==> src/rtl/uart_pkg.sv <==
// Shared definitions for the buffered UART transmitter: baud table, bit-period
// helper, FSM state encoding, parity sense constants and the per-frame config.
package uart_pkg;

   localparam int unsigned NUM_BAUD = 12;
   localparam int unsigned DATA_W   = 8;

   // Parity sense as carried on the ohel input
   localparam logic PAR_EVEN = 1'b0;
   localparam logic PAR_ODD  = 1'b1;

   typedef enum logic [2:0] {
      ST_IDLE   = 3'd0,
      ST_START  = 3'd1,
      ST_DATA   = 3'd2,
      ST_PARITY = 3'd3,
      ST_STOP   = 3'd4
   } tx_state_t;

   // Line settings captured when a byte leaves the FIFO
   typedef struct packed {
      logic [3:0] baud_sel;
      logic       eight;
      logic       pen;
      logic       ohel;
   } frame_cfg_t;

   // Baud rate for a selector; codes above the table saturate at 921600
   function automatic int unsigned baud_rate(input logic [3:0] sel);
      int unsigned rate;
      case (sel)
         4'd0:    rate = 300;
         4'd1:    rate = 1_200;
         4'd2:    rate = 2_400;
         4'd3:    rate = 4_800;
         4'd4:    rate = 9_600;
         4'd5:    rate = 19_200;
         4'd6:    rate = 38_400;
         4'd7:    rate = 57_600;
         4'd8:    rate = 115_200;
         4'd9:    rate = 230_400;
         4'd10:   rate = 460_800;
         default: rate = 921_600;
      endcase
      return rate;
   endfunction

   // Clocks per bit; never less than one so the bit timer always advances
   function automatic int unsigned bit_ticks(input int unsigned clk_hz, input logic [3:0] sel);
      int unsigned ticks;
      ticks = clk_hz / baud_rate(sel);
      return (ticks == 32'd0) ? 32'd1 : ticks;
   endfunction

endpackage

==> src/rtl/uart_tx_buffered_fifo.sv <==
// Synchronous FIFO with registered head, count and flags.
//  clk, rst        clock, async active-high reset (flushes pointers/count)
//  push, push_data write request; ignored while full
//  pop             read request; ignored while empty
//  head            registered copy of the oldest entry
//  count           occupied entries (0..DEPTH)
//  full, empty     registered count decodes
//  low             registered count <= LOW_LEVEL
module sync_fifo #(
   parameter int unsigned WIDTH     = 8,
   parameter int unsigned DEPTH     = 16,
   parameter int unsigned LOW_LEVEL = 0
) (
   input  logic                     clk,
   input  logic                     rst,
   input  logic                     push,
   input  logic [WIDTH-1:0]         push_data,
   input  logic                     pop,
   output logic [WIDTH-1:0]         head,
   output logic [$clog2(DEPTH):0]   count,
   output logic                     full,
   output logic                     empty,
   output logic                     low
);

   localparam int unsigned PTR_W = $clog2(DEPTH);
   localparam int unsigned CNT_W = PTR_W + 1;

   logic [WIDTH-1:0] mem [DEPTH];
   logic [PTR_W-1:0] wr_ptr, wr_ptr_d;
   logic [PTR_W-1:0] rd_ptr, rd_ptr_d;
   logic [CNT_W-1:0] count_d;
   logic [WIDTH-1:0] head_d;
   logic             push_ok_c;
   logic             pop_ok_c;

   // Accept decisions use registered flags only
   always_comb begin
      push_ok_c = push && !full;
      pop_ok_c  = pop && !empty;
      wr_ptr_d  = push_ok_c ? wr_ptr + PTR_W'(1) : wr_ptr;
      rd_ptr_d  = pop_ok_c  ? rd_ptr + PTR_W'(1) : rd_ptr;
      count_d   = count;
      case ({push_ok_c, pop_ok_c})
         2'b10:   count_d = count + CNT_W'(1);
         2'b01:   count_d = count - CNT_W'(1);
         default: count_d = count;
      endcase
      // New head is the byte being written when the queue drains to it this cycle
      if (push_ok_c && (wr_ptr == rd_ptr_d)) begin
         head_d = push_data;
      end else begin
         head_d = mem[rd_ptr_d];
      end
   end

   // Storage has no reset; only pointers and count define contents
   always_ff @(posedge clk) begin
      if (push_ok_c) begin
         mem[wr_ptr] <= push_data;
      end
   end

   always_ff @(posedge clk or posedge rst) begin
      if (rst) begin
         wr_ptr <= '0;
         rd_ptr <= '0;
         count  <= '0;
         head   <= '0;
         full   <= 1'b0;
         empty  <= 1'b1;
         low    <= 1'b1;
      end else begin
         wr_ptr <= wr_ptr_d;
         rd_ptr <= rd_ptr_d;
         count  <= count_d;
         head   <= head_d;
         full   <= (count_d == CNT_W'(DEPTH));
         empty  <= (count_d == '0);
         low    <= (count_d <= CNT_W'(LOW_LEVEL));
      end
   end

endmodule

==> src/rtl/uart_tx_buffered.sv <==
// Buffered UART transmitter: bytes pushed by the CPU are queued and sent
// back-to-back as start + 7/8 data (LSB first) + optional parity + stop.
//  clk, rst          clock, async active-high reset (abandons any frame)
//  baud_sel          baud code, latched per frame
//  eight, pen, ohel  data length, parity enable, parity sense (1 = odd); latched per frame
//  wr_en, wr_data    one-cycle push strobe and byte
//  clr_ovf           clears sticky overflow (a same-cycle rejected write wins)
//  tx                registered serial line, idle high
//  fifo_count, full, empty  FIFO occupancy
//  busy              transmitter not idle
//  overflow          sticky: write attempted while full
//  tx_int            level: fifo_count <= LOW_WM
module uart_tx_buffered
   import uart_pkg::*;
#(
   parameter int unsigned CLK_HZ     = 100_000_000,
   parameter int unsigned FIFO_DEPTH = 16,
   parameter int unsigned LOW_WM     = 4
) (
   input  logic                          clk,
   input  logic                          rst,
   input  logic [3:0]                    baud_sel,
   input  logic                          eight,
   input  logic                          pen,
   input  logic                          ohel,
   input  logic                          wr_en,
   input  logic [7:0]                    wr_data,
   input  logic                          clr_ovf,
   output logic                          tx,
   output logic [$clog2(FIFO_DEPTH):0]   fifo_count,
   output logic                          full,
   output logic                          empty,
   output logic                          busy,
   output logic                          overflow,
   output logic                          tx_int
);

   // Slowest baud code sets the timer width
   localparam int unsigned TIMER_W = $clog2(bit_ticks(CLK_HZ, 4'd0) + 32'd1);

   tx_state_t          state_q, state_d;
   logic [TIMER_W-1:0] timer_q, timer_d;
   logic [2:0]         bit_cnt_q, bit_cnt_d;
   logic [DATA_W-1:0]  shift_q, shift_d;
   logic               parity_q, parity_d;
   frame_cfg_t         cfg_q, cfg_d;
   logic               tx_d;
   logic               busy_d;
   logic               overflow_d;
   logic               pop_c;
   logic               load_c;
   logic               bit_done_c;
   logic [DATA_W-1:0]  head;
   logic [DATA_W-1:0]  data_c;
   logic [TIMER_W-1:0] reload_cur_c;
   logic [TIMER_W-1:0] reload_tbl [16];

   // Per-code bit timer reload values, fixed at elaboration
   for (genvar g = 0; g < 16; g++) begin : g_reload
      assign reload_tbl[g] = TIMER_W'(bit_ticks(CLK_HZ, 4'(g)) - 32'd1);
   end

   sync_fifo #(
      .WIDTH     (DATA_W),
      .DEPTH     (FIFO_DEPTH),
      .LOW_LEVEL (LOW_WM)
   ) u_fifo (
      .clk       (clk),
      .rst       (rst),
      .push      (wr_en),
      .push_data (wr_data),
      .pop       (pop_c),
      .head      (head),
      .count     (fifo_count),
      .full      (full),
      .empty     (empty),
      .low       (tx_int)
   );

   // Next-state and datapath for the frame sequencer
   always_comb begin
      state_d      = state_q;
      timer_d      = timer_q;
      bit_cnt_d    = bit_cnt_q;
      shift_d      = shift_q;
      parity_d     = parity_q;
      cfg_d        = cfg_q;
      tx_d         = tx;
      pop_c        = 1'b0;
      load_c       = 1'b0;
      bit_done_c   = (timer_q == '0);
      reload_cur_c = reload_tbl[cfg_q.baud_sel];
      data_c       = eight ? head : {1'b0, head[6:0]};

      case (state_q)
         ST_IDLE: begin
            tx_d = 1'b1;
            if (!empty) begin
               load_c = 1'b1;
            end
         end

         ST_START: begin
            if (bit_done_c) begin
               state_d   = ST_DATA;
               timer_d   = reload_cur_c;
               tx_d      = shift_q[0];
               shift_d   = shift_q >> 1;
               bit_cnt_d = 3'd0;
            end else begin
               timer_d = timer_q - TIMER_W'(1);
            end
         end

         ST_DATA: begin
            if (bit_done_c) begin
               timer_d = reload_cur_c;
               if (bit_cnt_q == (cfg_q.eight ? 3'd7 : 3'd6)) begin
                  if (cfg_q.pen) begin
                     state_d = ST_PARITY;
                     tx_d    = parity_q;
                  end else begin
                     state_d = ST_STOP;
                     tx_d    = 1'b1;
                  end
               end else begin
                  bit_cnt_d = bit_cnt_q + 3'd1;
                  tx_d      = shift_q[0];
                  shift_d   = shift_q >> 1;
               end
            end else begin
               timer_d = timer_q - TIMER_W'(1);
            end
         end

         ST_PARITY: begin
            if (bit_done_c) begin
               state_d = ST_STOP;
               timer_d = reload_cur_c;
               tx_d    = 1'b1;
            end else begin
               timer_d = timer_q - TIMER_W'(1);
            end
         end

         ST_STOP: begin
            if (bit_done_c) begin
               if (!empty) begin
                  load_c = 1'b1;
               end else begin
                  state_d = ST_IDLE;
                  tx_d    = 1'b1;
               end
            end else begin
               timer_d = timer_q - TIMER_W'(1);
            end
         end

         default: begin
            state_d = ST_IDLE;
            tx_d    = 1'b1;
         end
      endcase

      // Pop the head and start a frame with the settings present right now
      if (load_c) begin
         pop_c          = 1'b1;
         state_d        = ST_START;
         tx_d           = 1'b0;
         shift_d        = data_c;
         cfg_d.baud_sel = baud_sel;
         cfg_d.eight    = eight;
         cfg_d.pen      = pen;
         cfg_d.ohel     = ohel;
         timer_d        = reload_tbl[baud_sel];
         parity_d       = (ohel == PAR_EVEN) ? ^data_c : ~^data_c;
      end

      busy_d = (state_d != ST_IDLE);

      // Rejected write takes priority over clear
      overflow_d = overflow;
      if (wr_en && full) begin
         overflow_d = 1'b1;
      end else if (clr_ovf) begin
         overflow_d = 1'b0;
      end
   end

   always_ff @(posedge clk or posedge rst) begin
      if (rst) begin
         state_q   <= ST_IDLE;
         timer_q   <= '0;
         bit_cnt_q <= '0;
         shift_q   <= '0;
         parity_q  <= 1'b0;
         cfg_q     <= '0;
         tx        <= 1'b1;
         busy      <= 1'b0;
         overflow  <= 1'b0;
      end else begin
         state_q   <= state_d;
         timer_q   <= timer_d;
         bit_cnt_q <= bit_cnt_d;
         shift_q   <= shift_d;
         parity_q  <= parity_d;
         cfg_q     <= cfg_d;
         tx        <= tx_d;
         busy      <= busy_d;
         overflow  <= overflow_d;
      end
   end

endmodule

==> config.mk <==
export PLATFORM = sky130hd
export DESIGN_NAME = uart_tx_buffered
export DESIGN_NICKNAME = d
export VERILOG_FILES = /design/src/rtl/uart_pkg.sv /design/src/rtl/uart_tx_buffered_fifo.sv /design/src/rtl/uart_tx_buffered.sv
export SDC_FILE = /design/constraint.sdc
export NUM_CORES = 1
export LEC_CHECK = 0
export CORE_AREA = 3 3 181 183
export DETAILED_ROUTE_END_ITERATION = 6
export DIE_AREA = 0 0 184 186
export PLACE_DENSITY_LB_ADDON = 0.2
export SETUP_SLACK_MARGIN = 0.4
export SYNTH_ARGS = -nofsm -noshare
export SYNTH_HDL_FRONTEND = slang
export SYNTH_SLANG_ARGS = --single-unit
==> constraint.sdc <==
create_clock -name clk -period 5.06 [get_ports clk]
set_input_delay 0.506 -clock clk [delete_from_list [all_inputs] [get_ports clk]]
set_output_delay 0.506 -clock clk [all_outputs]
set_load 0.02 [all_outputs]
* Yosys cells after proc, flatten, opt, wreduce, memory -nomap -nowiden
Memories as Yosys holds them, arrays and structs flattened. A register that Yosys moved wholly into a read port is not among the register bits. Index checks and enable logic that the tools add are counted.
Word-level totals: register bits after elaboration 59, latch bits 0, memory bits (writable) 128, memory bits (read-only) 608, output and inout bits 11, logic and storage cells 117, memories kept 3
Cells by class: add/subtract/negate cells 6, multiply operators 0, divide/modulo/power cells 0, magnitude comparators 3, equal/unequal tests 18, shift-type cells 0, multiplexer cells 48, bitwise operators 2, reductions and logical operators 20
Memories:
- (name not given) | words 16, bits a word 19, rd ports 1, clocked after memory_dff 0, wr ports 0, line uart_tx_buffered.sv:175 | timer_d = reload_tbl[baud_sel];
- (name not given) | words 16, bits a word 19, rd ports 1, clocked after memory_dff 0, wr ports 0, line uart_tx_buffered.sv:92 | reload_cur_c = reload_tbl[cfg_q.baud_sel];
- u_fifo.mem | words 16, bits a word 8, rd ports 1, clocked after memory_dff 1, wr ports 1, line uart_tx_buffered_fifo.sv:29 | logic [WIDTH-1:0] mem [DEPTH];
Operator list (number):
- 2-to-1 mux 19 bit | 7
- 2-to-1 mux 8 bit | 5
- one-hot mux 19 bit (2 select lines) | 1
- 2-to-1 mux 3 bit | 11
- logical NOT 19 bit | 1
- subtractor 19 x 1 -> 19 bit (second input constant) | 1
- inequality test 3 bit (second input constant) | 6
- 2-to-1 mux 1 bit | 17
- one-hot mux 8 bit (2 select lines) | 1
- one-hot mux 3 bit (5 select lines) | 1
- greater-or-equal comparator 5 bit (second input constant) | 2
- NOT 4 -> 5 bit | 2
- one-hot mux 5 bit (2 select lines) | 1
- nonzero test 3 bit | 3
- adder 4 x 1 -> 4 bit (second input constant) | 2
- AND reduction 4 bit | 2
- XNOR reduction 8 bit | 1
- parity 8 bit | 1
- == test 3 x 2 -> 1 bit (second input constant) | 2
- inequality test 2 bit (second input constant) | 3
- one-hot mux 3 bit (2 select lines) | 1
- adder 5 x 1 -> 5 bit (second input constant) | 1
- == test 5 bit (second input constant) | 1
- less-or-equal comparator 5 x 3 -> 1 bit (second input constant) | 1
- other kinds (19) | 23

* Longest topological paths before layout
depth after elaboration 8, mapped depth 19, mapped depth without buffers 16

* Modules after synthesis
From an unflattened synthesis, not the netlist that was laid out.
Second synthesis, totals: cells, all modules 1081, area total of the unflattened synthesis 10675.2 um2
Modules (own cells, without submodules):
- sync_fifo | instances 1, cells an instance 679, area each 7472.2 um2
- uart_tx_buffered | instances 1, cells an instance 402, area each 3203.1 um2

* Worst setup path after synthesis
Ideal clock, no wire load.
path kind register to register, start register timer_q[0], end register u_fifo.empty, library setup time 0.063 ns, data arrival time 3.733 ns, required time 4.997 ns, path slack 1.264 ns, cell stages (with the launch flop) 20, path buffers 3, period minus slack after synthesis 3.796 ns, cells stage by stage dfrtp_1 > inv_1 > ha_1 > nor4b_1 > and3_1 > buf_4 > a31oi_4 > inv_2 > clkbuf_1 > ha_1 > clkbuf_1 > xor2_1 > ha_1 > nor2b_1 > a22oi_1 > o22ai_1 > nor2_1 > a211oi_1 > xnor2_1 > and4_1
On the way: longest elaborated chain between the ends 8, elaborated cells on any way between the ends 9, classes of those cells eq/ne: 2; mux: 4; reduce/logical: 3
RTL lines:
- from (decl) | line uart_tx_buffered.sv:42 | logic [TIMER_W-1:0] timer_q, timer_d;
- from (signal assigned) | line uart_tx_buffered.sv:203 | timer_q <= timer_d;
- logical NOT 19 bit (*) | line uart_tx_buffered.sv:91 | bit_done_c = (timer_q == '0);
- 2-to-1 mux 1 bit (*) | line uart_tx_buffered.sv:147 | if (bit_done_c) begin
- one-hot mux 1 bit (2 select lines) (*) | line uart_tx_buffered.sv:95 | case (state_q)
- 2-to-1 mux 1 bit (*) | line uart_tx_buffered.sv:166 | if (load_c) begin
- logical AND 1 bit (*) | line uart_tx_buffered_fifo.sv:40 | pop_ok_c = pop && !empty;
- == test 2 x 1 -> 1 bit or == test 2 bit (tied branches) | line uart_tx_buffered_fifo.sv:44 | case ({push_ok_c, pop_ok_c})
- one-hot mux 5 bit (2 select lines) (*) | line uart_tx_buffered_fifo.sv:44
- logical NOT 5 bit (*) | line uart_tx_buffered_fifo.sv:79 | empty <= (count_d == '0);
- to (signal assigned) | line uart_tx_buffered_fifo.sv:79
- to (decl) | line uart_tx_buffered_fifo.sv:22 | output logic empty,
Every way passes the cells marked *; elsewhere a longest branch is shown, timed or not. A chain may end at the register's enable or synchronous reset.

* Worst setup path in the final report
Same ends and word-level chain as after synthesis.

==> run summary <==
The run finished with clean final reports. The tools report the number of antenna-violating nets in the routed design as 0. The post-synthesis adder-cell area fraction came out at 2.420%. The tool flagged a number of max-cap violations equal to 0. The synthesized netlist devotes 18.40% of its cell area to compound gates.

For this run, the leading register cell type out of synthesis is sky130_fd_sc_hd__edfxtp_1. The area of the core region is 0.03139 mm^2, and the warning count from the yosys run is 0. The synthesized netlist devotes 9.149% of its cell area to simple gates. The die covers 0.03422 mm^2. TritonCTS built the clock tree. The actual transition at the worst max-transition pin was 1167 ps. The number of nets handed over by synthesis was 972. Routability-driven placement finished with a final weighted congestion of 0.8319. The fraction of layout cells with a size suffix above 1 was 11.98%. The tree is rooted in a sky130_fd_sc_hd__clkbuf_16. Counting I/O delays and the setup requirement, the final critical path takes 3794 ps.

Leading cell type in the layout, fill and taps excluded: sky130_fd_sc_hd__edfxtp_1. Summed over all layers, the routed wires come to 28820 um. The setup path with the least slack is of type flop to flop. The run gives 0 as the number of cells upsized or downsized after cts. After synthesis, the largest family of logic cells by area is compound AO/OA/AOI/OAI gates.

For this design, the CTS-stage hold fixing added 0 buffers. The CTS clock-pin slew for the worst setup and hold paths works out to 70 ps. The floorplan step set the die height to 186 um.

The power density of the placed cells is 549.4 mW/mm^2, and the global route total overflow is 0. In this run the tightest slew margin relative to its limit is 21.69%. After detailed placement, the design holds a cell count of 1313.

The count of buffers added by post-CTS timing repair for setup is 0, and the synthesized flop and latch total is 195. The logs give 56 for the largest net degree at the start of global routing and 67 for the count of unique library cells instantiated by Yosys. The number of clock sinks was 195; the count of input and output buffers was 29. Timing would allow up to 263.6 MHz.

The post-route fraction of the period consumed by the critical path was 74.98%. The first-pass GRT wire length was 44910 um; the detailed router's first-iteration violation count was 719. The number of antenna violations at the first check in global routing is 0, and the multiplexer share of the synthesized area is 12.81%.

For the part of the Yosys area used for sequential elements, the log shows 50.87%. The combined global-route utilization of all metal layers is 17.08%, and the worst slack on hold paths is 389.2 ps. The run gives 0 as the count of inserted antenna diode cells. Summing the areas of all xor and xnor instances in the mapped netlist gives 2.754% of the synthesized area. The tightest min-delay check is of the input pin to async pin type. The tools report the latest clock arrival within the worst-skew pair as 440 ps. For this run, design rule violations remaining after detail routing come to 0. The pre-antenna-repair detailed-routing pass consisted of 5 iterations.

Final count of hold timing violations: 0. At the end of the flow, the number of nets in the layout was 971. The logs give 65 for the total number of placement rows and 38.51% for the final core utilization. The signed area change from the synthesized netlist to the final layout was 11.33%.

The logs give 3013 for the number of fillers in the final layout and 4 for the number of levels the H-tree was split into. The number of pins exceeding their max-slew limit in the final report was 0; the average instance area after synthesis was 11.65 um^2. Along the worst path, the maximum fanout reaches 8. Clock tree synthesis inserted a total of 17 buffers. 30 I/O pins were placed. The run gives 2 as the maximum clock path buffer count. Adding up every negative setup slack in the final design gives 0 ps. In the layout the commonest cells are sky130_fd_sc_hd__edfxtp_1 (128), sky130_fd_sc_hd__nor2_1 (71), sky130_fd_sc_hd__nand2_1 (68). The kind of end point of the critical path is a flop. The tools report the sort of element at the start of the critical path as a flop. In the synthesized netlist, the number of instances is 932. Across the VDD grid, the largest voltage drop is 0.3369 mV. After synthesis, the share of flip-flops with an asynchronous set or reset is 34.36%. The tools report the initial standard-cell utilization of the core as 34.59%.

After detailed routing, the average wire length per cell comes to 21.43 um. The die is 184 um wide. The count of flip-flops with a built-in enable after synthesis is 128. For the number of non-filler instances in the completed layout, the log shows 1345. The clock arrives with 13.45 ps of skew. The analysis attributes to cell leakage a power of 4.270 nW.

Setup repair after global routing left no endpoint under its margin. The HPWL after detailed placement came out at 19060 um. The total number of vias is 7845, and the number of global-route vias before repair is 7603.

The required time at the worst-slack endpoint was 5440 ps; the data arrival time of the worst path was 4170 ps. The number of setup violations in the final report came out at 0. The area of the mapped netlist came out at 0.01086 mm^2. In the routed layout, each cell is associated on average with a via count of 5.833.
power by group:
part           switching (mW)  leakage [nW]  total [mW]  internal [mW]
Sequential              0.371          1.97        2.43           2.06
Clock                   0.646         0.271        1.29          0.645
Combinational            1.63          2.03        2.92           1.30
final timing paths:
check / slack [ps] / start / cells after the start / endpoint
setup / recovery: 1270 / timer_q[0] / 16 / u_fifo.empty
hold / removal: 390 / rst / 2 / busy
setup reg to reg: 1270 / timer_q[0] / 16 / u_fifo.empty
hold reg to reg: 490 / parity_q / 2 / parity_q
max in group asynchronous: 3680 / rst / 3 / u_fifo.rd_ptr[0]
min in group clk: 490 / parity_q / 2 / parity_q
registers in the layout (all words and copies together), names as in the netlist, 3 cells and up:
signal and count:
cfg_q 6, u_fifo.mem 128, u_fifo.head 8, shift_q 8, bit_cnt_q 3, state_q 3, timer_q 19, u_fifo.wr_ptr 4
u_fifo.rd_ptr 4, u_fifo.count 5
Yosys cell counts, drive strengths merged (9+ instances only):
library cell | count | area (um^2)
nand4 | 11 | 68.82
o21ai | 63 | 319.1
xnor2 | 20 | 175.2
inv | 27 | 101.3
o22ai | 24 | 150.1
a22oi | 11 | 82.58
xor2 | 9 | 78.83
a221oi | 15 | 131.4
nand3 | 10 | 50.05
nor3 | 20 | 105.1
mux4 | 32 | 720.7
o31ai | 13 | 102.6
nand2 | 68 | 255.2
o211ai | 12 | 90.09
edfxtp | 128 | 3844
mux2i | 58 | 580.6
a31oi | 9 | 71.32
buf | 27 | 135.1
a221o | 34 | 340.3
ha | 21 | 262.8
a21oi | 41 | 205.2
clkbuf | 40 | 150.1
nor2 | 73 | 274.0
dfrtp | 64 | 1602
metrics by stage:
step / setup WS [ps] / power, mW / area (um^2)
floorplan: 1264 / 4.547 / 10860
global placement: 1371 / 5.360 / 11530
detailed placement: 1295 / 5.387 / 11530
CTS: 1268 / 6.697 / 12080
global route: 850.2 / 7.092 / 12090
finish: 1266 / 6.641 / 12090
area by class of cell:
cell class	count	area, um^2	share of cell area [%]
tap	402	503.0	4.161
multi-input combinational	642	4982	41.21
clock inverter	14	121.4	1.004
timing repair buffer	47	422.9	3.498
clock buffer	17	425.4	3.519
sequential	195	5528	45.73
inverter	28	106.4	0.8797
cell families (layout without fill, tap and decap cells):
logic type      count (synthesis)  after routing
compound gates                276            276
fa+ha+maj                      21             21
flops                         195            195
xor+xnor                       31             31
simple gates                  216            216
mux                            98             98
buf+inv                        95            106
layer usage:
layer  vias up  track usage (%)  share of wire, %  wire length [um]
met5         -                0                 0                 0
li1       3660                -                 -                 -
met2       202            28.94                49             14240
met4         0            4.082               1.3               374
met1      3963            23.35                45             13040
met3        20            2.404               4.0              1165
critical path: stages, from the launching register on:
cell,delay [ps]
sky130_fd_sc_hd__dfrtp_1,430
sky130_fd_sc_hd__inv_1,120
sky130_fd_sc_hd__ha_1,150
sky130_fd_sc_hd__nor4b_1,510
sky130_fd_sc_hd__and3_1,440
sky130_fd_sc_hd__a31oi_4,140
sky130_fd_sc_hd__inv_2,80
sky130_fd_sc_hd__ha_1,310
sky130_fd_sc_hd__xor2_1,180
sky130_fd_sc_hd__ha_1,200
sky130_fd_sc_hd__nor2b_1,180
sky130_fd_sc_hd__a22oi_1,80
sky130_fd_sc_hd__o22ai_1,150
sky130_fd_sc_hd__nor2_1,60
sky130_fd_sc_hd__a211oi_1,270
sky130_fd_sc_hd__xnor2_1,210
sky130_fd_sc_hd__and4_1,230
No activity file was read; power rests on OpenSTA's default activity.
==> variant (config.mk and constraints unchanged) <==
The 5 states of `tx_state_t` get a Gray code encoding in 3 bits.
--- a/src/rtl/uart_pkg.sv
+++ b/src/rtl/uart_pkg.sv
@@ -10,11 +10,11 @@
    localparam logic PAR_ODD  = 1'b1;
 
    typedef enum logic [2:0] {
-      ST_IDLE   = 3'd0,
-      ST_START  = 3'd1,
-      ST_DATA   = 3'd2,
-      ST_PARITY = 3'd3,
-      ST_STOP   = 3'd4
+      ST_IDLE   = 3'b000,
+      ST_START  = 3'b001,
+      ST_DATA   = 3'b011,
+      ST_PARITY = 3'b010,
+      ST_STOP   = 3'b110
    } tx_state_t;
 
    // Line settings captured when a byte leaves the FIFO
Formal check against the unedited RTL: no difference found for any inputs over 10 cycles, from zero or initial values and one cycle with rst high; not proved beyond that.
==> variant against the unedited design <==
Area after synthesis decreased by 7.4%. Final cell count fell by 1.0%. Worst setup slack better by 0.10 ns. Via count decreased by 5.3%. Design area decreased by 7.0%. Total power fell by 3.2%. Sequential cell count is the same. Die area is the same. Wire length shrank 7.5%. Critical path type unchanged.
==> variant: results (changes against the unedited design) <==
* Netlist cell types at 64 (was 67)
* Dpl hpwl at 17400 um (was 19100 um)
* Vias in the first global route at 7005 (was 7603)
* CTS Buf Count at 17 (unchanged)
* RR Endpoint: u_fifo.head[7] (was u_fifo.empty)
* Worst-path clk slew at 0.08 ns
* Placed insts at 1299 (was 1313)
* CP max stage delay at 0.69 ns (was 0.51 ns)
* Worst slew margin at 21.3% (was 21.7%)
* All-Layer GR Usage at 16.0% (was 17.1%)
* Leak at 3.83 nW (was 4.27 nW)
* Reg2Reg Depth at 10 (was 16)
* H-tree depth at 4 (unchanged)
* CP Data Arrival Time at 4.06 ns (was 4.17 ns)
* Share of cells above drive strength 1 at 7.97% (was 12.0%)
* Largest net degree at the start of global routing at 67 (was 56)
* FILL cells at 3109 (was 3013)
* Layout Skew at 0.0257 ns (was 0.0134 ns)
* Syn. warnings at 0 (unchanged)
* First-pass GRT wire length at 41600 um (was 44900 um)
* Worst R2R Start: timer_q[6] (was timer_q[0])
* Layout Nets at 956 (was 971)
* Synth area leaders: edfxtp_1 38%, dfrtp_1 16%, o221ai_1 5.8% (was edfxtp_1 35%, dfrtp_1 15%, mux4_2 6.6%)
* Status: complete, no violations (unchanged)
* Initial antenna violation count at 0 (unchanged)
* Clock root buffer: clkbuf_16 (unchanged)
* Drt pass-1 iters at 5 (unchanged)
* Flop2flop setup slack at 1.37 ns (was 1.27 ns)
* Vias at 7429 (was 7845)
* Post-DR vias/cell at 5.58 (was 5.83)
* Buffers on Ports at 29 (unchanged)
* Avg Inst Size Synth at 10.9 um2 (was 11.7 um2)
* Hold_sp: shift_q[3]
* DP Area at 0.0107 mm2 (was 0.0115 mm2)
* Total Wirelength at 26700 um (was 28800 um)
* Top cells by count, synth: 128 x edfxtp_1, 95 x o21ai_0, 78 x nand2_1, 67 x o221ai_1, 64 x dfrtp_1 (was 128 x edfxtp_1, 73 x nor2_1, 68 x nand2_1, 64 x dfrtp_1, 60 x o21ai_0)
* Min-Delay Path Class: flop to flop (was input port to asynchronous set/reset pin)
* Register area share after synthesis at 54.9% (was 50.9%)
* Skew-Pair Late Insertion Delay at 0.46 ns (was 0.44 ns)
* Worst VDD drop at 0.309 mV (was 0.337 mV)
* Drt initial violations at 691 (was 719)
* Worst path slowest cell: or4_1 (was nor4b_1)
* Worst hold margin at 0.484 ns (was 0.389 ns)
* Worst-path fanout max at 36 (was 8)
* Routability cong. at 0.806 (was 0.832)
[variant: changes by cell type after synthesis, moves of 30 or more]
| cell | change |
|---|---|
| mux4_2 | -32 |
| o21ai_0 | +35 |
| o22ai_1 | +30 |
| a221o_1 | -34 |
| mux2i_1 | -50 |
| o221ai_1 | +60 |
[variant: stage by stage]
| step | setup WS, ns | util [%] |
|---|---|---|
| floorplan | 1.07 | - |
| global placement | 1.36 | 34.0 |
| detailed placement | 1.34 | 34.0 |
| CTS | 1.40 | 35.8 |
| global route | 1.13 | 35.8 |
| finish | 1.37 | 35.8 |
[variant: layer usage]
metal	part of all wire, %	vias to the layer above	wire length (um)	global-route usage [%]
li1	-	3558	-	-
met1	48	3674	12700	22.9
met2	47	165	12400	24.9
met3	4.0	32	1060	2.95
met4	1.7	0	459	4.69
met5	0	-	0	0
[variant: cell type report]
type | count | area share, %
clock buffers | 19 | 3.85
clock inverters | 13 | 1.26
inverters | 29 | 0.990
multi-input cells | 630 | 36.8
flip-flops and latches | 195 | 49.1
well taps | 402 | 4.47
repair buffers | 43 | 3.52
[variant: worst max-delay path: cells and delay by family (launching register included)]
| family | cells | cell delay, ns |
|---|---|---|
| simple gates | 4 | 1.76 |
| compound gates | 4 | 0.77 |
| buf+inv | 2 | 0.60 |
| flops | 1 | 0.43 |
[variant: logic make-up after synthesis]
group                      after synthesis  share of synthesized area [%]
AOI/OAI and AO/OA                      332                           22.0
xor gates and xnor gates                41                           4.17
adders and majority gates               21                           2.61
buffers and inverters                   99                           4.24
DFF                                    195                           54.9
muxes                                   15                           1.61
and+or+nand+nor                        221                           10.5
[variant: worst max path at each step]
stage | startpoint | endpoint | slack, ns
after floorplan | timer_q[13] | u_fifo.empty | 1.07
after global placement | wr_en | u_fifo.empty | 1.36
after detailed placement | wr_en | u_fifo.low | 1.34
after CTS | timer_q[6] | u_fifo.head[3] | 1.40
after global routing | timer_q[13] | u_fifo.head[3] | 1.13
final | timer_q[6] | u_fifo.head[7] | 1.37
[variant: power breakdown]
part	internal, W	switching, W
logic	0.00106	0.00161
registers	0.00206	0.000362
clock network	0.000658	0.000685
